===== config.mk =====
export PLATFORM = sky130hd
export DESIGN_NAME = rtc_uart_formatter
export DESIGN_NICKNAME = d
export VERILOG_FILES = /design/src/rtl/rtc_fmt_pkg.sv /design/src/rtl/rtc_frame_char.sv /design/src/rtl/rtc_uart_formatter.sv
export SDC_FILE = /design/constraint.sdc
export NUM_CORES = 1
export LEC_CHECK = 0
export ABC_AREA = 1
export ABC_CLOCK_PERIOD_IN_PS = 2100
export CAP_MARGIN = 20
export CORE_MARGIN = 2
export CORE_UTILIZATION = 56
export CTS_CLUSTER_SIZE = 8
export DETAILED_ROUTE_END_ITERATION = 7
export PLACE_DENSITY_LB_ADDON = 0.15
export SLEW_MARGIN = 30
export SYNTH_ARGS = -nofsm -noshare
export SYNTH_HDL_FRONTEND = slang
export SYNTH_SLANG_ARGS = --single-unit

===== constraint.sdc =====
create_clock -name clk -period 2.1 [get_ports clk]
set_clock_uncertainty 0.1 [all_clocks]
set_input_delay 0.315 -clock clk [delete_from_list [all_inputs] [get_ports clk]]
set_output_delay 0.315 -clock clk [all_outputs]
set_load 0.03 [all_outputs]

===== src/rtl/rtc_fmt_pkg.sv =====
// Shared constants, state encoding and BCD digit conversion for the RTC-to-UART line formatter.
package rtc_fmt_pkg;

  localparam int unsigned FRAME_LEN = 23;

  localparam logic [7:0] ZERO  = 8'h30;
  localparam logic [7:0] DASH  = 8'h2D;
  localparam logic [7:0] COLON = 8'h3A;
  localparam logic [7:0] SPACE = 8'h20;
  localparam logic [7:0] CR    = 8'h0D;
  localparam logic [7:0] LF    = 8'h0A;
  localparam logic [7:0] QMARK = 8'h3F;

  typedef enum logic [1:0] {IDLE, WAIT_RD, SEND} state_e;

  // Non-decimal nibbles are shown as '?' rather than flagged.
  function automatic logic [7:0] bcd2ascii(input logic [3:0] nibble);
    if (nibble > 4'd9) begin
      return QMARK;
    end
    return ZERO + {4'h0, nibble};
  endfunction

endpackage


===== src/rtl/rtc_frame_char.sv =====
// Combinational character lookup: frame index plus masked snapshot -> ASCII byte of
// "20YY-MM-DD d HH:MM:SS\r\n".
module rtc_frame_char
  import rtc_fmt_pkg::*;
(
  input  logic [4:0] index,
  input  logic [7:0] yrVal,
  input  logic [7:0] monVal,
  input  logic [7:0] dateVal,
  input  logic [7:0] dayVal,
  input  logic [7:0] hrsVal,
  input  logic [7:0] minVal,
  input  logic [7:0] secVal,
  output logic [7:0] charOut
);

  always_comb begin
    charOut = 8'h00;
    case (index)
      5'd0:    charOut = bcd2ascii(4'd2);
      5'd1:    charOut = bcd2ascii(4'd0);
      5'd2:    charOut = bcd2ascii(yrVal[7:4]);
      5'd3:    charOut = bcd2ascii(yrVal[3:0]);
      5'd4:    charOut = DASH;
      5'd5:    charOut = bcd2ascii(monVal[7:4]);
      5'd6:    charOut = bcd2ascii(monVal[3:0]);
      5'd7:    charOut = DASH;
      5'd8:    charOut = bcd2ascii(dateVal[7:4]);
      5'd9:    charOut = bcd2ascii(dateVal[3:0]);
      5'd10:   charOut = SPACE;
      5'd11:   charOut = bcd2ascii(dayVal[3:0]);
      5'd12:   charOut = SPACE;
      5'd13:   charOut = bcd2ascii(hrsVal[7:4]);
      5'd14:   charOut = bcd2ascii(hrsVal[3:0]);
      5'd15:   charOut = COLON;
      5'd16:   charOut = bcd2ascii(minVal[7:4]);
      5'd17:   charOut = bcd2ascii(minVal[3:0]);
      5'd18:   charOut = COLON;
      5'd19:   charOut = bcd2ascii(secVal[7:4]);
      5'd20:   charOut = bcd2ascii(secVal[3:0]);
      5'd21:   charOut = CR;
      5'd22:   charOut = LF;
      default: charOut = 8'h00;
    endcase
  end

endmodule


===== src/rtl/rtc_uart_formatter.sv =====
// Periodically triggers the DS1302 reader, snapshots its BCD registers and streams them as one
// ASCII line over a valid/ready byte handshake.
module rtc_uart_formatter
  import rtc_fmt_pkg::*;
#(
  parameter int unsigned TRIG_PERIOD = 100_000_000,
  parameter int unsigned RD_TIMEOUT  = 1_000_000
) (
  input  logic       clk,
  input  logic       rst,
  input  logic       enable,
  output logic       rdEn,
  input  logic [7:0] secData,
  input  logic [7:0] minData,
  input  logic [7:0] hrsData,
  input  logic [7:0] dateData,
  input  logic [7:0] monData,
  input  logic [7:0] dayData,
  input  logic [7:0] yrData,
  input  logic       dataValid,
  output logic [7:0] txData,
  output logic       txValid,
  input  logic       txReady,
  output logic       busy,
  output logic       frameDone,
  output logic       rdErr
);

  localparam int unsigned TimerW = $clog2(TRIG_PERIOD);
  localparam int unsigned ToW    = (RD_TIMEOUT > 1) ? $clog2(RD_TIMEOUT) : 1;

  state_e            stateQ, stateD;
  logic [TimerW-1:0] timerQ;
  logic [ToW-1:0]    toCntQ, toCntD;
  logic [4:0]        idxQ, idxD;
  logic              frameDoneQ, frameDoneD;
  logic              latch;
  logic              tick;
  logic [7:0]        secQ, minQ, hrsQ, dateQ, monQ, dayQ, yrQ;
  logic [7:0]        charOut;

  assign tick = (timerQ == TimerW'(TRIG_PERIOD - 1));

  // Timer is held at zero while disabled so re-enabling restarts a full period.
  always_ff @(posedge clk) begin
    if (!rst) begin
      timerQ <= '0;
    end else if (!enable || tick) begin
      timerQ <= '0;
    end else begin
      timerQ <= timerQ + TimerW'(1);
    end
  end

  always_ff @(posedge clk) begin
    if (!rst) begin
      stateQ     <= IDLE;
      toCntQ     <= '0;
      idxQ       <= '0;
      frameDoneQ <= 1'b0;
    end else begin
      stateQ     <= stateD;
      toCntQ     <= toCntD;
      idxQ       <= idxD;
      frameDoneQ <= frameDoneD;
    end
  end

  // Field masks strip flag bits so only the displayed digits are kept.
  always_ff @(posedge clk) begin
    if (!rst) begin
      secQ  <= '0;
      minQ  <= '0;
      hrsQ  <= '0;
      dateQ <= '0;
      monQ  <= '0;
      dayQ  <= '0;
      yrQ   <= '0;
    end else if (latch) begin
      secQ  <= {1'b0, secData[6:0]};
      minQ  <= {1'b0, minData[6:0]};
      hrsQ  <= hrsData[7] ? {3'b000, hrsData[4:0]} : {2'b00, hrsData[5:0]};
      dateQ <= {2'b00, dateData[5:0]};
      monQ  <= {3'b000, monData[4:0]};
      dayQ  <= {5'b00000, dayData[2:0]};
      yrQ   <= yrData;
    end
  end

  always_comb begin
    stateD     = stateQ;
    toCntD     = toCntQ;
    idxD       = idxQ;
    frameDoneD = 1'b0;
    latch      = 1'b0;
    rdEn       = 1'b0;
    rdErr      = 1'b0;
    unique case (stateQ)
      IDLE: begin
        if (tick && enable) begin
          rdEn   = 1'b1;
          toCntD = '0;
          stateD = WAIT_RD;
        end
      end
      WAIT_RD: begin
        if (dataValid) begin
          latch  = 1'b1;
          idxD   = '0;
          stateD = SEND;
        end else if (toCntQ == ToW'(RD_TIMEOUT - 1)) begin
          rdErr  = 1'b1;
          stateD = IDLE;
        end else begin
          toCntD = toCntQ + ToW'(1);
        end
      end
      SEND: begin
        if (txReady) begin
          if (idxQ == 5'(FRAME_LEN - 1)) begin
            frameDoneD = 1'b1;
            idxD       = '0;
            stateD     = IDLE;
          end else begin
            idxD = idxQ + 5'd1;
          end
        end
      end
      default: stateD = IDLE;
    endcase
  end

  rtc_frame_char uChar (
    .index   (idxQ),
    .yrVal   (yrQ),
    .monVal  (monQ),
    .dateVal (dateQ),
    .dayVal  (dayQ),
    .hrsVal  (hrsQ),
    .minVal  (minQ),
    .secVal  (secQ),
    .charOut (charOut)
  );

  assign txValid   = (stateQ == SEND);
  assign txData    = txValid ? charOut : 8'h00;
  assign busy      = (stateQ != IDLE);
  assign frameDone = frameDoneQ;

endmodule


Word-level counts from Yosys, hierarchy flattened --
Index checks and enable logic that the tools add are counted.
Operators by class: $add $sub $neg 16, $lt $le $gt $ge 13, equality and inequality tests 33, muxes and demuxes 77, bitwise logic cells 1, reductions and logical operators 16
Operators with widths (number):
- $mux W8 | 27
- $pmux W8 S20 | 1
- $mux W20 | 3
- $add A6 B4 Y7 const A | 8
- $eq A5 B4 Y1 const B | 8
- $pmux W20 S2 | 1
- $eq A5 B5 Y1 const B | 7
- $mux W1 | 34
- $gt A4 B4 Y1 const B | 8
- $add A27 B1 Y27 const B | 1
- $eq A27 B27 Y1 const B | 1
- $add A6 B3 Y7 const A | 3
- $add A20 B1 Y20 const B | 1
- $eq A20 B20 Y1 const B | 1
- $eq A5 B3 Y1 const B | 4
- $mux W5 | 3
- $gt A3 B4 Y1 const B | 3
- $eq A5 B2 Y1 const B | 2
- $mux W2 | 5
- $pmux W5 S2 | 1
- $ne A2 B2 Y1 const B | 4
- $reduce_and A4 Y1 | 2
- $reduce_or A2 Y1 | 4
- $add A6 B1 Y7 const A | 1
- 19 further kinds | 23
Storage, ports and cells: register bits 99, input bits 61, logic and storage cells 168

Longest topological paths before layout --
depth after elaboration 6, depth in mapped cells 12, mapped depth without buffers 12

Cells and area by module --
Synthesis repeated with hierarchy kept, for this count alone.
Second synthesis, totals: cell total of the unflattened synthesis 985, area, all modules 5989.5 um2
By module, submodules not included:
- rtc_uart_formatter | times used 1, cells an instance 710, area each 4788.3 um2, sequential area each 1941.9 um2
- rtc_frame_char | times used 1, cells an instance 275, area each 1201.2 um2, sequential area each 0.0 um2

Worst setup path before layout --
No wires, ideal clock.
path kind register to output, start point register idxQ[0], end point output txData[1], arrival 1.558 ns, slack 0.127 ns, cell stages (with the launch flop) 11, path buffers 0, path through dfxtp_1 > inv_1 > ha_1 > nand2_1 > nor2_1 > nand2_1 > o21ai_0 > nor2_1 > nand3_1 > nor2_1 > nor2_1
On the way: longest elaborated chain between the ends 4
Ends and longest elaborated chain:
- start: declaration | line rtc_uart_formatter.sv:35 | logic [4:0] idxQ, idxD;
- start signal: assignment | line rtc_uart_formatter.sv:64 | idxQ <= idxD;
- $eq A5 B4 Y1 (tied with other cells) | line rtc_frame_char.sv:19 | case (index)
- $reduce_or A2 Y1 (no source line)
- $pmux W8 S20 * | line rtc_frame_char.sv:19
- $mux W8 * | line rtc_uart_formatter.sv:146 | assign txData = txValid ? charOut : 8'h00;
- end: declaration | line rtc_uart_formatter.sv:21 | output logic [7:0] txData,
Mark *: on every way between the ends. The rest lies on a longest branch, timed or not.

Worst setup path after layout --
start point register idxQ[0], end point output txData[3]
Same word-level chain as after synthesis.

==> summary.log <==
[placement] Setup WS pre-CTS -409.2 ps
[routing] antenna viol nets, final 0
[global_routing] wire length of the first global-routing pass 23,720 um
[placement] routability cong. 0.9496
[layout] final-stage net count 1,030
[setup_path] worst-path fanout max 5
[power] maximum resistive drop on vdd 0.5038 mV
[timing] final number of hold-violating endpoints 0
[timing] peak clock frequency supported by timing 406.1 MHz
[timing] max-slew violations 0
[floorplanning] Placement Rows 36
[timing] part of the cycle the worst path needs 117.3%
[floorplanning] initial standard-cell utilization of the core 56.75%
[layout] # diodes 0
[setup_path] r2r startpoint timerQ[1]$_SDFF_PP0_
[synthesis] cell area after synthesis 5470 sq um
[timing] Setup TNS -1925 ps
[global_routing] initial antenna violation count 0
[timing] Final Critical Period 2463 ps
[power] PD cells 441.7 nW/um^2
[placement] standard cell area after detailed placement 6459 sq um
[floorplanning] die span in y 102.8 um
[setup_path] cell depth of the worst flop-to-flop path 10
[timing] final-layout worst hold slack 358.2 ps
[clocking] maximum count of clock buffers along a single path 2
[setup_path] critical path data required time 1680 ps
[timing] Worst Slack Setup Final -362.7 ps
[setup_path] Critical Path Start Type flip-flop
[routing] total detailed-routing wirelength 15,370 um
[setup_path] delay of the slowest cell on the worst path 370 ps
[routing] via count 5,853
[synthesis] top cells by area in the synthesized netlist sky130_fd_sc_hd__dfxtp_1 (35%), sky130_fd_sc_hd__nand2_1 (15%), sky130_fd_sc_hd__nor2_1 (7.8%), sky130_fd_sc_hd__inv_1 (6.9%), sky130_fd_sc_hd__a21oi_1 (6.8%)
[setup_path] cell with the most instances on the worst path sky130_fd_sc_hd__buf_6
[clocking] Post-CTS Hold Buffers 0
[setup_path] Worst Setup SP idxQ[0]$_SDFFE_PN0P_
[synthesis] synthesized area per cell 6.413 sq um
[power] part of the total power dissipated in the clock network 36.2%
[layout] commonest cells after routing, fill and taps aside sky130_fd_sc_hd__nand2_1 (213), sky130_fd_sc_hd__nor2_1 (103), sky130_fd_sc_hd__inv_1 (92)
[synthesis] XOR/XNOR Fraction of Synth Area 2.722%
[timing] count of endpoints failing setup in the final report 6
[layout] finished layout cell area 7074 sq um
[synthesis] post-synth cell types 37
[clocking] sink count of the clock tree 97
[routing] average detailed-routed wire length per instance 13.96 um
[clocking] CTS Buf Count 9
[setup_path] CP max stage cell sky130_fd_sc_hd__dfxtp_2
[setup_path] buffer and inverter count on the worst path 4
[global_routing] global route overflow 0
[floorplanning] DIE WIDTH 102.8 um
[power] Net Switching 0.7267 mW
[placement] placed wire-length estimate 11,420 um
[min_path] path type of the worst min-delay path flip-flop to flip-flop
[global_routing] vias in the first global route 5,278
[routing] violation count after the first detailed-routing iteration 250
[synthesis] simple-gate share of the synthesized area 37.12%
[routing] vias per cell 5.316
[synthesis] sequential element share of the synthesized area 35.50%
[job] max capacitance violation total 0
[synthesis] proportion of synthesized area in mux cells 0%
[layout] share of cells above drive strength 1 19.01%
[layout] area occupied by multi-input gates 3252 sq um
[timing] RSZ-0062 raised after global routing true
[clocking] TritonCTS clock tree built
[routing] number of iterations in the first detailed-routing pass 6
[setup_path] cell family with the largest share of critical-path delay simple AND/OR/NAND/NOR gates
[setup_path] crit path DAT 2050 ps
[synthesis] adder-cell share of the synthesized area 1.372%
[power] cell internal pwr 2.398 mW
[setup_path] type of element capturing the critical path output pin
[global_routing] total routing resource utilization after global routing 28.96%
[power] switching power as a share of total power 23.26%
[clocking] number of levels the H-tree was split into 3
[power] proportion of power drawn by flip-flops and latches 58.8%
[placement] number of port buffers 58
[layout] most common cell after layout, fill and taps aside sky130_fd_sc_hd__nand2_1
[power] Leak 2.751 nW
[clocking] CTS clk-pin slew, worst paths 90 ps
[synthesis] total number of yosys warnings 0
[outcome] violations in the final reports setup timing
[synthesis] Synth Instances 853
[layout] synthesis-to-layout area growth 29.32%
[outcome] result of the run complete, but fails checks
[clocking] library cell used as clock root buffer sky130_fd_sc_hd__clkbuf_8
[global_routing] pin count of the biggest net entering global routing 63
[synthesis] post-synthesis compound-gate area fraction 13.40%
[min_path] worst hold stages 2
[layout] fill cell count 815
[min_path] Hold Path Origin minQ[0]$_SDFFE_PN0P_
[routing] DRC violations left 0
[synthesis] fraction of synthesized cell area taken by the top area cell type 35.50%
[synthesis] post-synthesis register bit count 97
[synthesis] combinational family with the most area after synthesis simple AND/OR/NAND/NOR gates
[setup_path] number of logic stages on the critical path including buffering 10
[power] Tot Pwr 3.125 mW
[setup_path] category of the critical setup timing path flip-flop to output pin
[floorplanning] area enclosed by the die boundary 10,580 sq um
[floorplanning] top-level port count 74
[setup_path] critical-path cell list buf_6 > ha_4 > nand2_4 > buf_4 > nor3_1 > nor3_2 > nand3_2 > nand2_1 > inv_1 > buf_6
[floorplanning] area of the core region 9639 sq um
[power] Gate power share 5.0%
[synthesis] post-synthesis cell type with the largest combined area sky130_fd_sc_hd__dfxtp_1
[layout] register area 1962 sq um
[clocking] Clk Latency, worst-skew pair 380 ps
-- cells in the mapped netlist --
| library cell | instances |
|---|---|
| sky130_fd_sc_hd__a211oi_1 | 1 |
| sky130_fd_sc_hd__a21oi_1 | 74 |
| sky130_fd_sc_hd__a21oi_2 | 7 |
| sky130_fd_sc_hd__a31oi_1 | 1 |
| sky130_fd_sc_hd__and2_1 | 1 |
| sky130_fd_sc_hd__buf_2 | 9 |
| sky130_fd_sc_hd__buf_4 | 3 |
| sky130_fd_sc_hd__buf_6 | 2 |
| sky130_fd_sc_hd__clkbuf_1 | 12 |
| sky130_fd_sc_hd__clkinv_1 | 1 |
| sky130_fd_sc_hd__conb_1 | 1 |
| sky130_fd_sc_hd__dfxtp_1 | 97 |
| sky130_fd_sc_hd__ha_1 | 6 |
| sky130_fd_sc_hd__inv_1 | 100 |
| sky130_fd_sc_hd__inv_2 | 6 |
| sky130_fd_sc_hd__nand2_1 | 223 |
| sky130_fd_sc_hd__nand2_2 | 8 |
| sky130_fd_sc_hd__nand2_4 | 3 |
| sky130_fd_sc_hd__nand3_1 | 48 |
| sky130_fd_sc_hd__nand3_2 | 3 |
| sky130_fd_sc_hd__nand3_4 | 1 |
| sky130_fd_sc_hd__nand3b_1 | 6 |
| sky130_fd_sc_hd__nand4_1 | 15 |
| sky130_fd_sc_hd__nor2_1 | 113 |
| sky130_fd_sc_hd__nor2_2 | 3 |
| sky130_fd_sc_hd__nor2_4 | 5 |
| sky130_fd_sc_hd__nor3_1 | 23 |
| sky130_fd_sc_hd__nor3b_1 | 5 |
| sky130_fd_sc_hd__nor3b_2 | 1 |
| sky130_fd_sc_hd__o21ai_0 | 52 |
| sky130_fd_sc_hd__o21ai_1 | 1 |
| sky130_fd_sc_hd__o21bai_1 | 2 |
| sky130_fd_sc_hd__o31ai_1 | 1 |
| sky130_fd_sc_hd__or2_0 | 1 |
| sky130_fd_sc_hd__or2_2 | 1 |
| sky130_fd_sc_hd__xnor2_1 | 6 |
| sky130_fd_sc_hd__xor2_1 | 11 |
-- layout make-up --
type | count | share of cell area (%)
Timing Repair Buffer | 124 | 15.72
Clock buffer | 13 | 2.105
Tap cell | 133 | 2.352
Sequential cell | 97 | 27.73
Multi-Input combinational cell | 624 | 45.97
Inverter | 107 | 5.784
Clock inverter | 3 | 0.3360
-- stage by stage --
step	utilization, %	cells
floorplan	-	854
global placement	67.00	1069
detailed placement	67.00	1069
CTS	71.07	1094
global route	73.39	1101
finish	73.39	1101
-- what timing repair did --
action                                  in CTS  in global routing
endpoints found under the setup margin       9                  9
pin swaps                                   14                 25
setup buffers                                9                  7
gates resized for setup                     55                 53
-- worst paths after layout --
kind	slack (ps)	endpoint
min reg2reg	360	minQ[0]$_SDFFE_PN0P_
max reg2reg	180	timerQ[20]$_SDFF_PP0_
max	-360	txData[3]
min	360	minQ[0]$_SDFFE_PN0P_
-- cell families after synthesis --
kind of cell / count (synthesis)
flops: 97
compound gates: 139
simple gates: 460
other cells: 1
fa+ha+maj: 6
xor+xnor: 17
buf+inv: 133
-- worst register-to-register path, stage by stage (launching register included) --
cell and delay, ps:
sky130_fd_sc_hd__dfxtp_4 370, sky130_fd_sc_hd__ha_4 140, sky130_fd_sc_hd__nand2_4 50, sky130_fd_sc_hd__nor2_4 140
sky130_fd_sc_hd__nand2_4 90, sky130_fd_sc_hd__buf_4 150, sky130_fd_sc_hd__buf_4 130, sky130_fd_sc_hd__nor2_4 140
sky130_fd_sc_hd__nand3_1 140, sky130_fd_sc_hd__o21ai_0 250, sky130_fd_sc_hd__a21oi_1 90
-- sequential cells by signal, summed over array words and instances, names as in the netlist --
name       flops
dateQ          6
idxQ           5
frameDone      1
timerQ        27
secQ           7
dayQ           3
yrQ            8
monQ           5
stateQ         2
toCntQ        20
minQ           7
hrsQ           6
-- layer usage --
metal | part of all wire [%] | GRT usage [%]
met4 | 3.6 | 12.75
met1 | 40 | 31.26
met2 | 51 | 53.85
met5 | 0 | 0
met3 | 5.2 | 6.644
-- power by group through the flow --
stage | registers, mW | logic, mW | clock network, mW
2_1_floorplan | 1.88 | 0.0474 | 0
3_3_place_gp | 1.88 | 0.151 | 0
3_5_place_dp | 1.88 | 0.151 | 0
4_1_cts | 1.84 | 0.155 | 1.15
5_1_grt | 1.84 | 0.167 | 1.23
6_report | 1.84 | 0.156 | 1.13
No activity file was read; power rests on OpenSTA's default activity.
